File: src/rtl/axis_fifo_pkt.sv
// axis_fifo_pkt: single-clock AXI-stream FIFO storing {tlast, tdata}, optional store-and-forward on tlast.
// Latency: a beat written on edge N is presented in cycle N+1 (cut-through) or the cycle after its frame's tlast is written (packet mode).
// Backpressure: s_axis_tready is registered and low whenever the FIFO will be full; an m_axis_tready stall holds the output entry.
// Ports: clk/rst (async active-high); s_axis_* slave stream in; m_axis_* master stream out;
//        level = stored entries (0..DEPTH); pkt_count = stored complete frames (0..DEPTH).
module axis_fifo_pkt #(
    parameter int DATA_WIDTH  = 32,
    parameter int DEPTH_LOG2  = 4,
    parameter int PACKET_MODE = 0
) (
    input  logic                  clk,
    input  logic                  rst,
    input  logic                  s_axis_tvalid,
    output logic                  s_axis_tready,
    input  logic [DATA_WIDTH-1:0] s_axis_tdata,
    input  logic                  s_axis_tlast,
    output logic                  m_axis_tvalid,
    input  logic                  m_axis_tready,
    output logic [DATA_WIDTH-1:0] m_axis_tdata,
    output logic                  m_axis_tlast,
    output logic [DEPTH_LOG2:0]   level,
    output logic [DEPTH_LOG2:0]   pkt_count
);
    localparam int DEPTH = 2 ** DEPTH_LOG2;
    localparam int PTR_W = (DEPTH_LOG2 > 0) ? DEPTH_LOG2 : 1;
    localparam int CNT_W = DEPTH_LOG2 + 1;

    localparam logic [CNT_W-1:0] DEPTH_CNT = CNT_W'(DEPTH);
    localparam logic [CNT_W-1:0] CNT_ONE   = CNT_W'(1);
    localparam logic [PTR_W-1:0] PTR_LAST  = PTR_W'(DEPTH - 1);
    localparam logic [PTR_W-1:0] PTR_ONE   = PTR_W'(1);

    // Storage is deliberately not reset; level/pointers alone define what is valid.
    logic [DATA_WIDTH:0] mem [DEPTH];

    logic [PTR_W-1:0] wr_ptr;
    logic [PTR_W-1:0] rd_ptr;
    logic             forward;

    logic             wr_en;
    logic             rd_en;
    logic             pkt_in;
    logic             pkt_out;
    logic [CNT_W-1:0] level_nxt;
    logic [CNT_W-1:0] pkt_nxt;
    logic             forward_nxt;
    logic             tvalid_nxt;
    logic             tready_nxt;

    function automatic logic [PTR_W-1:0] ptr_inc(input logic [PTR_W-1:0] p);
        return (p == PTR_LAST) ? '0 : p + PTR_ONE;
    endfunction

    assign wr_en   = s_axis_tvalid & s_axis_tready;
    assign rd_en   = m_axis_tvalid & m_axis_tready;
    assign pkt_in  = wr_en & s_axis_tlast;
    assign pkt_out = rd_en & m_axis_tlast;

    always_comb begin
        level_nxt = level;
        if (wr_en && !rd_en) begin
            level_nxt = level + CNT_ONE;
        end else if (!wr_en && rd_en) begin
            level_nxt = level - CNT_ONE;
        end

        pkt_nxt = pkt_count;
        if (pkt_in && !pkt_out) begin
            pkt_nxt = pkt_count + CNT_ONE;
        end else if (!pkt_in && pkt_out) begin
            pkt_nxt = pkt_count - CNT_ONE;
        end

        // A beat leaving while no complete frame is stored can only be the
        // head of a frame that overflowed the FIFO: keep streaming it out
        // until its tlast, otherwise the FIFO would deadlock waiting for a
        // tlast that cannot fit.
        forward_nxt = forward;
        if (rd_en) begin
            if (m_axis_tlast) begin
                forward_nxt = 1'b0;
            end else if (pkt_count == '0) begin
                forward_nxt = 1'b1;
            end
        end

        if (PACKET_MODE != 0) begin
            tvalid_nxt = (level_nxt != '0) &&
                         ((pkt_nxt != '0) || (level_nxt == DEPTH_CNT) || forward_nxt);
        end else begin
            tvalid_nxt = (level_nxt != '0);
        end

        // Registered ready: looking at the next level means a full FIFO is
        // never offered a slot, at the cost of one cycle of low ready after
        // a read from full.
        tready_nxt = (level_nxt < DEPTH_CNT);
    end

    always_ff @(posedge clk or posedge rst) begin
        if (rst) begin
            wr_ptr        <= '0;
            rd_ptr        <= '0;
            level         <= '0;
            pkt_count     <= '0;
            forward       <= 1'b0;
            s_axis_tready <= 1'b0;
            m_axis_tvalid <= 1'b0;
        end else begin
            if (wr_en) begin
                wr_ptr <= ptr_inc(wr_ptr);
            end
            if (rd_en) begin
                rd_ptr <= ptr_inc(rd_ptr);
            end
            level         <= level_nxt;
            pkt_count     <= pkt_nxt;
            forward       <= forward_nxt;
            s_axis_tready <= tready_nxt;
            m_axis_tvalid <= tvalid_nxt;
        end
    end

    always_ff @(posedge clk) begin
        if (wr_en) begin
            mem[wr_ptr] <= {s_axis_tlast, s_axis_tdata};
        end
    end

    // The entry at rd_ptr cannot be overwritten while it is presented:
    // writes only land there when the FIFO is empty, and then tvalid is low.
    assign {m_axis_tlast, m_axis_tdata} = mem[rd_ptr];

endmodule

File: config.mk
export PLATFORM = sky130hd
export DESIGN_NAME = axis_fifo_pkt
export DESIGN_NICKNAME = d
export VERILOG_FILES = /design/src/rtl/axis_fifo_pkt.sv
export SDC_FILE = /design/constraint.sdc
export NUM_CORES = 1
export LEC_CHECK = 0
export BUFFER_PORTS_ARGS = -buffer_cell sky130_fd_sc_hd__buf_2
export CAP_MARGIN = 25
export CORE_ASPECT_RATIO = 1.5
export CORE_MARGIN = 1
export CORE_UTILIZATION = 55
export CTS_CLUSTER_SIZE = 12
export DETAILED_ROUTE_END_ITERATION = 8
export HOLD_SLACK_MARGIN = 0.03
export PLACE_DENSITY = 0.77
export SLEW_MARGIN = 20
export SYNTH_ARGS = -nofsm -noshare
export SYNTH_HDL_FRONTEND = slang
export SYNTH_SLANG_ARGS = --single-unit
File: constraint.sdc
create_clock -name clk -period 4.95 [get_ports clk]
set_clock_uncertainty 0.15 [all_clocks]
set_input_delay 0.99 -clock clk [delete_from_list [all_inputs] [get_ports clk]]
set_output_delay 0.99 -clock clk [all_outputs]
set_load 0.01 [all_outputs]
## Word-level counts from Yosys, hierarchy flattened

Memories as Yosys holds them, arrays and structs flattened.
Index checks and enable logic that the tools add are counted.

- Output and inout bits: 45
- Input port bits: 37
- Memory bits (writable): 528
- Logic and storage cells: 38
- Memories kept: 1
- Flip-flop bits (word level): 20

- Bitwise gates (word level): 4
- Reductions and logical operators: 10
- $lt $le $gt $ge: 1
- $add $sub $neg: 6
- Muxes and demuxes: 8
- Equal/unequal tests: 2

Memories:

| name | depth | bits a word | rd ports | clocked after Yosys merged registers in | wr ports | line | text |
|---|---|---|---|---|---|---|---|
| mem | 16 | 33 | 1 | 0 | 1 | 34 | `logic [DATA_WIDTH:0] mem [DEPTH];` |

Operator list:

| kind | count |
|---|---|
| $mux 5 | 4 |
| $add 5x1->5 const B | 2 |
| $sub 5x1->5 const B | 2 |
| $add 4x1->4 const B | 2 |
| $eq 4x4->1 const B | 2 |
| $mux 4 | 2 |
| $lt 5x5->1 const B | 1 |
| $reduce_bool 5->1 | 1 |
| $and 1x1->1 | 4 |
| $logic_and 1x1->1 | 4 |
| $logic_not 1->1 | 4 |
| $mux 1 | 2 |
| $reduce_bool 2->1 | 1 |

## Depth between registers and ports, before layout

Gate-level depths: netlist of the first run.

- Depth in word-level cells: 6
- Mapped depth: 13
- Depth with buffers taken out: 11

## Worst setup path after synthesis of the first run

OpenSTA, ideal clock, no wires.

- Path type: input-to-reg
- Start: input s_axis_tvalid
- End: memory mem[3][0] in the netlist's numbering (enable)
- Data arrival time: 3.995 ns
- Path slack: 0.341 ns
- Setup time: 0.464 ns
- Required time: 4.336 ns
- Cell stages on the path: 5
- Path buffers: 2
- Path through: and2_1 clkbuf_1 clkbuf_1 nand2_1 nor3_1

- Cells in the longest elaborated chain, start to end: 3

RTL lines:

| what | line | text |
|---|---|---|
| start: declaration | 13 | `input logic s_axis_tvalid,` |
| $and 1x1->1 | 54 | `assign wr_en = s_axis_tvalid & s_axis_tready;` |
| $mux 1 | 125 | `if (wr_en) begin` |
| $mux 1 (implied by the code) | 126 | `mem[wr_ptr] <= {s_axis_tlast, s_axis_tdata};` |
| end: declaration | 34 |  |

No other way between the ends.

## Worst setup path after layout of the first run

- Start: register rd_ptr[0]
- End: output m_axis_tdata[4]

- Cells in the longest elaborated chain, start to end: 1

RTL lines:

| what | line | text |
|---|---|---|
| start: declaration | 37 | `logic [PTR_W-1:0] rd_ptr;` |
| start signal: assignment | 114 | `rd_ptr <= ptr_inc(rd_ptr);` |
| $mem_v2 16x33 | n/a |  |
| end: declaration | 19 | `output logic [DATA_WIDTH-1:0] m_axis_tdata,` |

No other way between the ends.

==> run metrics, run 1 <==
outcome=completed; worst hold path type=flip-flop to flip-flop; power density relative to cell area=551 nW/um^2; worst setup margin=0.481 ns; Final period util=0.903; worst setup path category=flip-flop to output port; buffers inserted during post-CTS setup optimization=0; number of warnings reported in the yosys synthesis log=0; Pint=9250 uW; share of Yosys cell area claimed by the top area cell type=0.755; CTS root buf=sky130_fd_sc_hd__clkbuf_16; switching share of power=0.286; cell family with most CP delay=multiplexers; flip-flop cell with the highest count after synthesis=sky130_fd_sc_hd__edfxtp_1; leakage component of the power=0.00746 uW; clock share of power=0.263; vias post-DR=9674; unrepaired setup endpoints after global routing=no; biggest cell delay along the critical path=0.95 ns; number of nets at the end of the flow=1034; net count after synthesis=914; number of vias per cell=6.50; post-synthesis instance area=21000 um^2; kind of start point of the critical path=flip-flop; distinct cell type count of the synthesized netlist=31; shortest clock period the worst path allows after layout=4.47 ns; data required time at the worst endpoint=3.81 ns; fraction of power consumed by combinational cells=0.280; per-cell routed wire length=30.0 um; synth-to-layout area growth=12.1%; Resized Gates After CTS=0; max-cap violation count=0; DRC violation count after routing=0; buffer depth of the longest clock path=3; largest fanout of any net on the critical path=43; ANT nets after route=0; number of buffers created by CTS=52; Post-CTS Hold Buffers=0; number of H-tree levels=2; Slew HR=0.441; timing-limited maximum frequency=224 MHz; TritonCTS Sinks=548; vias in the first global route=10126; worst-path cell chain=buf_4, mux4_2, mux4_2, buf_2; mean instance size in the synthesized netlist=24.3 um^2; largest net degree at the start of global routing=54; Total Wirelength=44700 um; Setup WS pre-CTS=1.02 ns; dpl hpwl=21700 um; routability cong.=0.737; Congestion Overflow GR=0; clock-pin slew of the registers on the worst-case setup and hold paths=0.06 ns; number of enable-type register cells in the synthesized netlist=528; proportion of power drawn by flip-flops and latches=0.457; fraction of final layout cells with drive strength greater than 1=0.353; effective utilization at floorplan=0.559; total die area=39000 um^2; number of core rows=87; count of buffering cells on the critical path with inverters included=2; worst-skew pair later-pin latency=0.56 ns; global-route wire length before repair=65700 um; critical path's most frequent cell=sky130_fd_sc_hd__mux4_2; flip-flop and latch count after synthesis=548; initial detailed-routing violation count=1021; antenna violations before repair=4; I/O pin count=82; floorplan core area=37600 um^2; final number of hold-violating endpoints=0; slowest cell on the critical path=sky130_fd_sc_hd__dfrtp_4; final number of setup-violating endpoints=0; Critical Path Sink Type=output port; cell type with the largest total area after synthesis=sky130_fd_sc_hd__edfxtp_1; total routing usage reported by global routing=0.238; # port buffers=81; number of standard cells in the layout, taps in and fillers out=1488; CTS tree=done; Worst Max-Slew Pin Slew=0.834 ns; Synth Instances=865; share of synthesized flip-flops with an asynchronous set or reset=0.0365; drt pass-1 iters=7; summed negative setup slack over all endpoints=0 ns; height of the die=241 um; net load switching power=3710 uW; width of the die=162 um; number of placed instances with taps included=1420; Peak supply drop=0.000328 V; sequential area share after synthesis=0.779; largest cells by area after synthesis=sky130_fd_sc_hd__edfxtp_1 (76%), sky130_fd_sc_hd__mux4_2 (18%), sky130_fd_sc_hd__dfrtp_1 (2.4%), sky130_fd_sc_hd__ha_1 (0.66%), sky130_fd_sc_hd__clkbuf_1 (0.43%); data arrival at the endpoint of the critical path=3.33 ns; number of pins with negative max-slew slack in the final report=0
synthesized netlist by cell type (all sizes together), types with 2 or more instances:
cell	instances
inv	7
ha	11
mux4	165
dfrtp	20
o21ai	9
nand2b	2
and2	2
nor2	17
clkbuf	24
a21o	4
a21oi	5
nor3	6
nand3	4
nand2	18
buf	20
xor2	3
xnor2	9
edfxtp	528
cell families after synthesis:
family	after synthesis	share of synthesized area
AO/OA/AOI/OAI	24	0.00703
XOR/XNOR	12	0.00501
adder cells (fa/ha/maj)	12	0.00751
buffers and inverters	51	0.0128
flip-flops	548	0.779
multiplexers	166	0.178
AND/OR/NAND/NOR	52	0.0110
cell usage in the layout, fill, tap and decap left out, types with 3 or more instances in the layout:
cell / n
sky130_fd_sc_hd__xnor2_1: 9
sky130_fd_sc_hd__clkinv_1: 3
sky130_fd_sc_hd__o21ai_0: 9
sky130_fd_sc_hd__diode_2: 3
sky130_fd_sc_hd__nand3_1: 4
sky130_fd_sc_hd__a21oi_1: 5
sky130_fd_sc_hd__buf_12: 3
sky130_fd_sc_hd__nand2_1: 18
sky130_fd_sc_hd__ha_1: 11
sky130_fd_sc_hd__buf_4: 26
sky130_fd_sc_hd__xor2_1: 3
sky130_fd_sc_hd__dfrtp_1: 16
sky130_fd_sc_hd__clkbuf_16: 52
sky130_fd_sc_hd__mux4_2: 165
sky130_fd_sc_hd__nor2_1: 5
sky130_fd_sc_hd__a21o_1: 4
sky130_fd_sc_hd__nor2_4: 12
sky130_fd_sc_hd__inv_1: 7
sky130_fd_sc_hd__edfxtp_1: 528
sky130_fd_sc_hd__buf_2: 81
sky130_fd_sc_hd__nor3_2: 4
sky130_fd_sc_hd__clkbuf_1: 6
through the flow:
step | util | power, uW | hold slack (ns) | instance area (um^2)
floorplan | - | 8500 | 0.354 | 21000
global placement | 0.590 | 9550 | 0.305 | 22100
detailed placement | 0.590 | 9620 | 0.309 | 22100
CTS | 0.626 | 13100 | 0.321 | 23500
global route | 0.626 | 13500 | 0.335 | 23500
finish | 0.626 | 13000 | 0.316 | 23500
power groups by stage:
stage,Clock [uW],Sequential [uW],Combinational [uW]
after CTS,3460,5940,3680
final,3410,5930,3620
after global placement,0,5990,3560
after detailed placement,0,6020,3600
after global routing,3610,5990,3860
after floorplan,0,5740,2760
worst register-to-register path: stages, from the launching register on:
cell and delay (ns):
sky130_fd_sc_hd__dfrtp_4 0.95, sky130_fd_sc_hd__mux4_2 0.61, sky130_fd_sc_hd__mux4_2 0.50, sky130_fd_sc_hd__nand2_1 0.09, sky130_fd_sc_hd__ha_1 0.19, sky130_fd_sc_hd__inv_1 0.11
sky130_fd_sc_hd__fa_1 0.42, sky130_fd_sc_hd__a21o_1 0.17, sky130_fd_sc_hd__a21oi_1 0.17, sky130_fd_sc_hd__xnor2_1 0.13, sky130_fd_sc_hd__nor2_1 0.06, sky130_fd_sc_hd__xor2_1 0.14
metal layers:
layer / vias up / track usage / routed length [um]
li1: 3911 / - / -
met1: 5187 / 0.307 / 16500
met2: 466 / 0.411 / 23700
met3: 106 / 0.0327 / 2990
met4: 4 / 0.101 / 1500
met5: - / 0 / 32
final timing paths:
| check | to | depth (start not counted) | slack [ns] | from |
|---|---|---|---|---|
| worst max-delay path | m_axis_tdata[4] | 4 | 0.48 | rd_ptr[0] |
| max in group asynchronous | rd_ptr[0] | 2 | 3.61 | rst |
| worst min register to register | pkt_count[4] | 1 | 0.32 | pkt_count[4] |
| worst min-delay path | pkt_count[4] | 1 | 0.32 | pkt_count[4] |
| min in group asynchronous | wr_ptr[2] | 2 | 0.44 | rst |
| worst max register to register | pkt_count[4] | 11 | 1.15 | rd_ptr[0] |
state kept, by name, summed over array words and instances, names as in the netlist:
name / cells
mem: 528
level: 5
pkt_count: 5
rd_ptr: 4
wr_ptr: 4
m_axis_tvalid: 1
s_axis_tready: 1
layout make-up:
cell class,instances,area [um^2]
Sequential cell,548,16400
Fill cell,2381,14000
Multi-Input combinational cell,266,4480
Clock buffer,58,1320
Timing Repair Buffer,110,661
Tap cell,489,612
Clock inverter,7,50.0
Inverter,7,26.3
Antenna cell,3,7.51
(Power assumes the default switching activity.)
==> run 2: changes to the inputs <==
--- a/config.mk
+++ b/config.mk
@@ -8,7 +8,7 @@
 export BUFFER_PORTS_ARGS = -buffer_cell sky130_fd_sc_hd__buf_2
 export CAP_MARGIN = 25
 export CORE_ASPECT_RATIO = 1.5
-export CORE_MARGIN = 1
+export CORE_MARGIN = 4
 export CORE_UTILIZATION = 55
 export CTS_CLUSTER_SIZE = 12
 export DETAILED_ROUTE_END_ITERATION = 8
==> run metrics, run 2 (synthesized netlist as in run 1, its figures left out) <==
count of buffering cells on the critical path with inverters included=2; number of buffers created by CTS=52; worst setup path category=flip-flop to output port; # port buffers=81; worst-path cell chain=buf_4, mux4_2, mux4_2, buf_2; I/O pin count=82; floorplan core area=37700 um^2; number of vias per cell=6.33; hold depth=1; largest net degree at the start of global routing=62; number of H-tree levels=2; Congestion Overflow GR=0; worst hold path type=flip-flop to flip-flop; vias in the first global route=9858; effective utilization at floorplan=0.557; worst-skew pair later-pin latency=0.57 ns; capture instance of the worst register-to-register path=pkt_count[4]; largest fanout of any net on the critical path=28; kind of start point of the critical path=flip-flop; summed negative setup slack over all endpoints=0 ns; buffers inserted during post-CTS setup optimization=0; worst-case reg-to-reg path depth=11; data required time at the worst endpoint=3.81 ns; CTS root buf=sky130_fd_sc_hd__clkbuf_16; most common library cell in the layout ignoring fill and taps=sky130_fd_sc_hd__edfxtp_1; clock-pin slew of the registers on the worst-case setup and hold paths=0.06 ns; initial detailed-routing violation count=1016; Total Wirelength=43500 um; worst hold slack after final layout=0.319 ns; final number of hold-violating endpoints=0; synth-to-layout area growth=12.6%; buffer depth of the longest clock path=3; Setup WS pre-CTS=1.22 ns; max-cap violation count=0; CTS tree=done; vias post-DR=9452; timing-limited maximum frequency=232 MHz; highest-count cells in the layout ignoring fill and taps=sky130_fd_sc_hd__edfxtp_1 (528), sky130_fd_sc_hd__mux4_2 (165), sky130_fd_sc_hd__buf_2 (81); height of the die=247 um; Post-CTS Hold Buffers=0; shortest clock period the worst path allows after layout=4.31 ns; TritonCTS Sinks=548; core occupancy in the finished layout=0.627; register bank with the most flops=mem; number of nets at the end of the flow=1037; number of flip-flops under the largest register name=528; number of core rows=87; power density relative to cell area=553 nW/um^2; outcome=completed; final number of setup-violating endpoints=0; number of inserted filler cells in the final layout=2472; total routing usage reported by global routing=0.216; routability cong.=0.732; critical path's most frequent cell=sky130_fd_sc_hd__mux4_2; unrepaired setup endpoints after global routing=no; ANT nets after route=0; drt pass-1 iters=4; antenna violations before repair=1; number of pins with negative max-slew slack in the final report=0; Resized Gates After CTS=0; Critical Path Sink Type=output port; Final period util=0.870; hold path endpoint=pkt_count[4]; Peak supply drop=0.000335 V; slowest cell on the critical path=sky130_fd_sc_hd__dfrtp_4; dpl hpwl=22600 um; register-to-register path setup slack=1.30 ns; global-route wire length before repair=65600 um; fraction of final layout cells with drive strength greater than 1=0.355; biggest cell delay along the critical path=0.80 ns; DRC violation count after routing=0; total die area=41400 um^2; hold path start=pkt_count[4]; cell family with most CP delay=multiplexers; worst reg2reg startpoint=rd_ptr[0]; leakage component of the power=0.00750 uW; data arrival at the endpoint of the critical path=3.17 ns; Regs by FF count=mem (528), level (5), pkt_count (5); Slew HR=0.372; Worst Max-Slew Pin Slew=0.936 ns; worst setup margin=0.645 ns; width of the die=168 um; per-cell routed wire length=29.2 um
run 2: changes by cell type in the layout (fill, tap and decap cells not counted), sizes merged:
cell | previous run | this run
clkinv | 6 | 2
diode | 3 | 1
buf | 110 | 113
clkbuf | 58 | 64
bufinv | 0 | 2
run 2: report_power, final:
| group | leakage, uW | switching [uW] | internal (uW) | total, uW |
|---|---|---|---|---|
| registers | 0.00499 | 348 | 5510 | 5860 |
| logic | 0.00181 | 1800 | 1880 | 3680 |
| clock network | 0.000699 | 1550 | 1990 | 3540 |
| total | 0.00750 | 3690 | 9380 | 13100 |
run 2: how the worst max path moves through the flow:
stage | slack, ns | end | start | cells past startpoint
floorplan | 0.34 | mem[3][0] | s_axis_tvalid | 5
global placement | 1.23 | m_axis_tdata[9] | rd_ptr[0] | 4
detailed placement | 1.22 | m_axis_tdata[9] | rd_ptr[0] | 4
CTS | 0.57 | m_axis_tdata[9] | rd_ptr[0] | 4
global route | 0.47 | m_axis_tdata[9] | rd_ptr[0] | 4
finish | 0.64 | m_axis_tdata[9] | rd_ptr[0] | 4
run 2: cell type report:
type | instances | area, um^2 | area share
antenna | 1 | 2.50 | 0.000106
clock buffer | 64 | 1350 | 0.0570
clock inverter | 5 | 90.1 | 0.00381
inverter | 7 | 26.3 | 0.00111
multi-input combinational | 266 | 4480 | 0.190
sequential | 548 | 16400 | 0.693
tap | 489 | 612 | 0.0259
timing repair buffer | 113 | 708 | 0.0300
run 2: per-layer routing:
layer	vias to the layer above	track usage	part of all wire
met3	56	0.0373	0.073
li1	3911	-	-
met5	-	0	0
met1	5049	0.296	0.37
met2	436	0.368	0.54
met4	0	0.0559	0.018
run 2: through the flow:
step | instances | total power [uW] | instance area [um^2]
3_5_place_dp | 1423 | 9670 | 22200
4_1_cts | 1492 | 13200 | 23600
6_report | 1493 | 13100 | 23600
5_1_grt | 1492 | 13700 | 23600
2_1_floorplan | 865 | 8500 | 21000
3_3_place_gp | 1423 | 9590 | 22200
==> run 3: changes to the inputs <==
--- a/config.mk
+++ b/config.mk
@@ -5,15 +5,15 @@
 export SDC_FILE = /design/constraint.sdc
 export NUM_CORES = 1
 export LEC_CHECK = 0
-export BUFFER_PORTS_ARGS = -buffer_cell sky130_fd_sc_hd__buf_2
 export CAP_MARGIN = 25
 export CORE_ASPECT_RATIO = 1.5
 export CORE_MARGIN = 4
 export CORE_UTILIZATION = 55
 export CTS_CLUSTER_SIZE = 12
 export DETAILED_ROUTE_END_ITERATION = 8
+export DONT_BUFFER_PORTS = 1
 export HOLD_SLACK_MARGIN = 0.03
-export PLACE_DENSITY = 0.77
+export PLACE_DENSITY = 0.75
 export SLEW_MARGIN = 20
 export SYNTH_ARGS = -nofsm -noshare
 export SYNTH_HDL_FRONTEND = slang
==> run metrics, run 3 (synthesized netlist as in run 1, its figures left out) <==
outcome=completed; Total Wirelength=43400 um; number of vias per cell=6.51; register-to-register path setup slack=1.40 ns; data arrival at the endpoint of the critical path=3.10 ns; total routing usage reported by global routing=0.214; max-cap violation count=0; number of inserted filler cells in the final layout=2444; summed negative setup slack over all endpoints=0 ns; largest fanout of any net on the critical path=42; leakage component of the power=0.00718 uW; number of buffers created by CTS=53; vias post-DR=9194; most common library cell in the layout ignoring fill and taps=sky130_fd_sc_hd__edfxtp_1; Final period util=0.857; Resized Gates After CTS=0; buffers inserted during post-CTS setup optimization=0; highest-count cells in the layout ignoring fill and taps=sky130_fd_sc_hd__edfxtp_1 (528), sky130_fd_sc_hd__mux4_2 (165), sky130_fd_sc_hd__clkbuf_16 (53); antenna violations before repair=0; per-cell routed wire length=30.7 um; number of H-tree levels=2; floorplan core area=37700 um^2; Regs by FF count=mem (528), level (5), pkt_count (5); register bank with the most flops=mem; worst hold path type=input port to asynchronous set/reset pin; critical path's most frequent cell=sky130_fd_sc_hd__mux4_2; worst setup path category=flip-flop to output port; storage element area=16400 um^2; shortest clock period the worst path allows after layout=4.24 ns; I/O pin count=82; Antenna Cells=0; global-route wire length before repair=64900 um; worst-path cell chain=buf_4, mux4_2, mux4_2; CTS root buf=sky130_fd_sc_hd__clkbuf_16; number of core rows=87; unrepaired setup endpoints after global routing=no; final number of hold-violating endpoints=0; vias in the first global route=9798; height of the die=247 um; initial detailed-routing violation count=1022; effective utilization at floorplan=0.557; Congestion Overflow GR=0; TritonCTS Sinks=548; total die area=41400 um^2; CTS tree=done; buffer depth of the longest clock path=3; timing-limited maximum frequency=236 MHz; kind of start point of the critical path=flip-flop; ANT nets after route=0; worst-skew pair later-pin latency=0.57 ns; drt pass-1 iters=6; Post-CTS Hold Buffers=0; core occupancy in the finished layout=0.617; Critical Path Sink Type=output port; number of pins with negative max-slew slack in the final report=0; fraction of final layout cells with drive strength greater than 1=0.298; synth-to-layout area growth=10.6%; footprint of the multi-input gates=4480 um^2; dpl hpwl=22000 um; number of flip-flops under the largest register name=528; biggest cell delay along the critical path=0.70 ns; Worst Max-Slew Pin Slew=0.845 ns; width of the die=168 um; # port buffers=0; clock-pin slew of the registers on the worst-case setup and hold paths=0.06 ns; worst hold slack after final layout=0.284 ns; Peak supply drop=0.000421 V; slowest cell on the critical path=sky130_fd_sc_hd__buf_4; DRC violation count after routing=0; routability cong.=0.729; power density relative to cell area=552 nW/um^2; Slew HR=0.435; data required time at the worst endpoint=3.81 ns; final number of setup-violating endpoints=0; largest net degree at the start of global routing=65; number of nets at the end of the flow=954
-- run 3: changes by cell type in the layout (fill, tap and decap cells not counted), sizes merged --
cell,change
clkbuf,+3
clkinvlp,+1
buf,-84
bufinv,-1
inv,+1
diode,-1
clkinv,+1
-- run 3: layout make-up --
type,count,area share
Clock inverter,7,0.00404
Multi-Input combinational cell,266,0.193
Clock buffer,67,0.0598
Timing Repair Buffer,29,0.0110
Inverter,7,0.00113
Tap cell,489,0.0263
Sequential cell,548,0.705
-- run 3: path summary, 6_finish.rpt --
kind                               endpoint  cells past startpoint        startpoint
min in group clk                 mem[6][13]                      0  s_axis_tdata[13]
max in group asynchronous         rd_ptr[1]                      1               rst
max                        m_axis_tdata[11]                      3         rd_ptr[0]
max reg2reg                    pkt_count[4]                     11         rd_ptr[0]
min                                level[2]                      1               rst
min reg2reg                    pkt_count[4]                      1      pkt_count[4]
-- run 3: metrics by stage --
step | worst slack (ns) | cells | area (um^2) | power, uW
global placement | 1.28 | 1339 | 21700 | 9270
finish | 0.706 | 1413 | 23200 | 12800
detailed placement | 1.24 | 1339 | 21700 | 9350
CTS | 0.613 | 1413 | 23200 | 12900
floorplan | 0.341 | 865 | 21000 | 8500
global route | 0.489 | 1413 | 23200 | 13300
-- run 3: critical path, delay by kind of cell (launching register included) --
family,cells,cell delay (ns)
buf+inv,1,0.70
flops,1,0.62
mux,2,1.17
-- run 3: power breakdown --
| group | switching, uW | total [uW] | internal [uW] |
|---|---|---|---|
| registers | 333 | 5850 | 5520 |
| clock network | 1580 | 3590 | 2000 |
| logic | 1710 | 3370 | 1660 |
| total | 3630 | 12800 | 9180 |
-- run 3: metal layers --
metal	global-route usage	up-vias	wire [um]
li1	-	3750	-
met5	0	-	0
met3	0.0465	73	3270
met4	0.0599	0	1060
met2	0.373	422	23100
met1	0.275	4949	16000
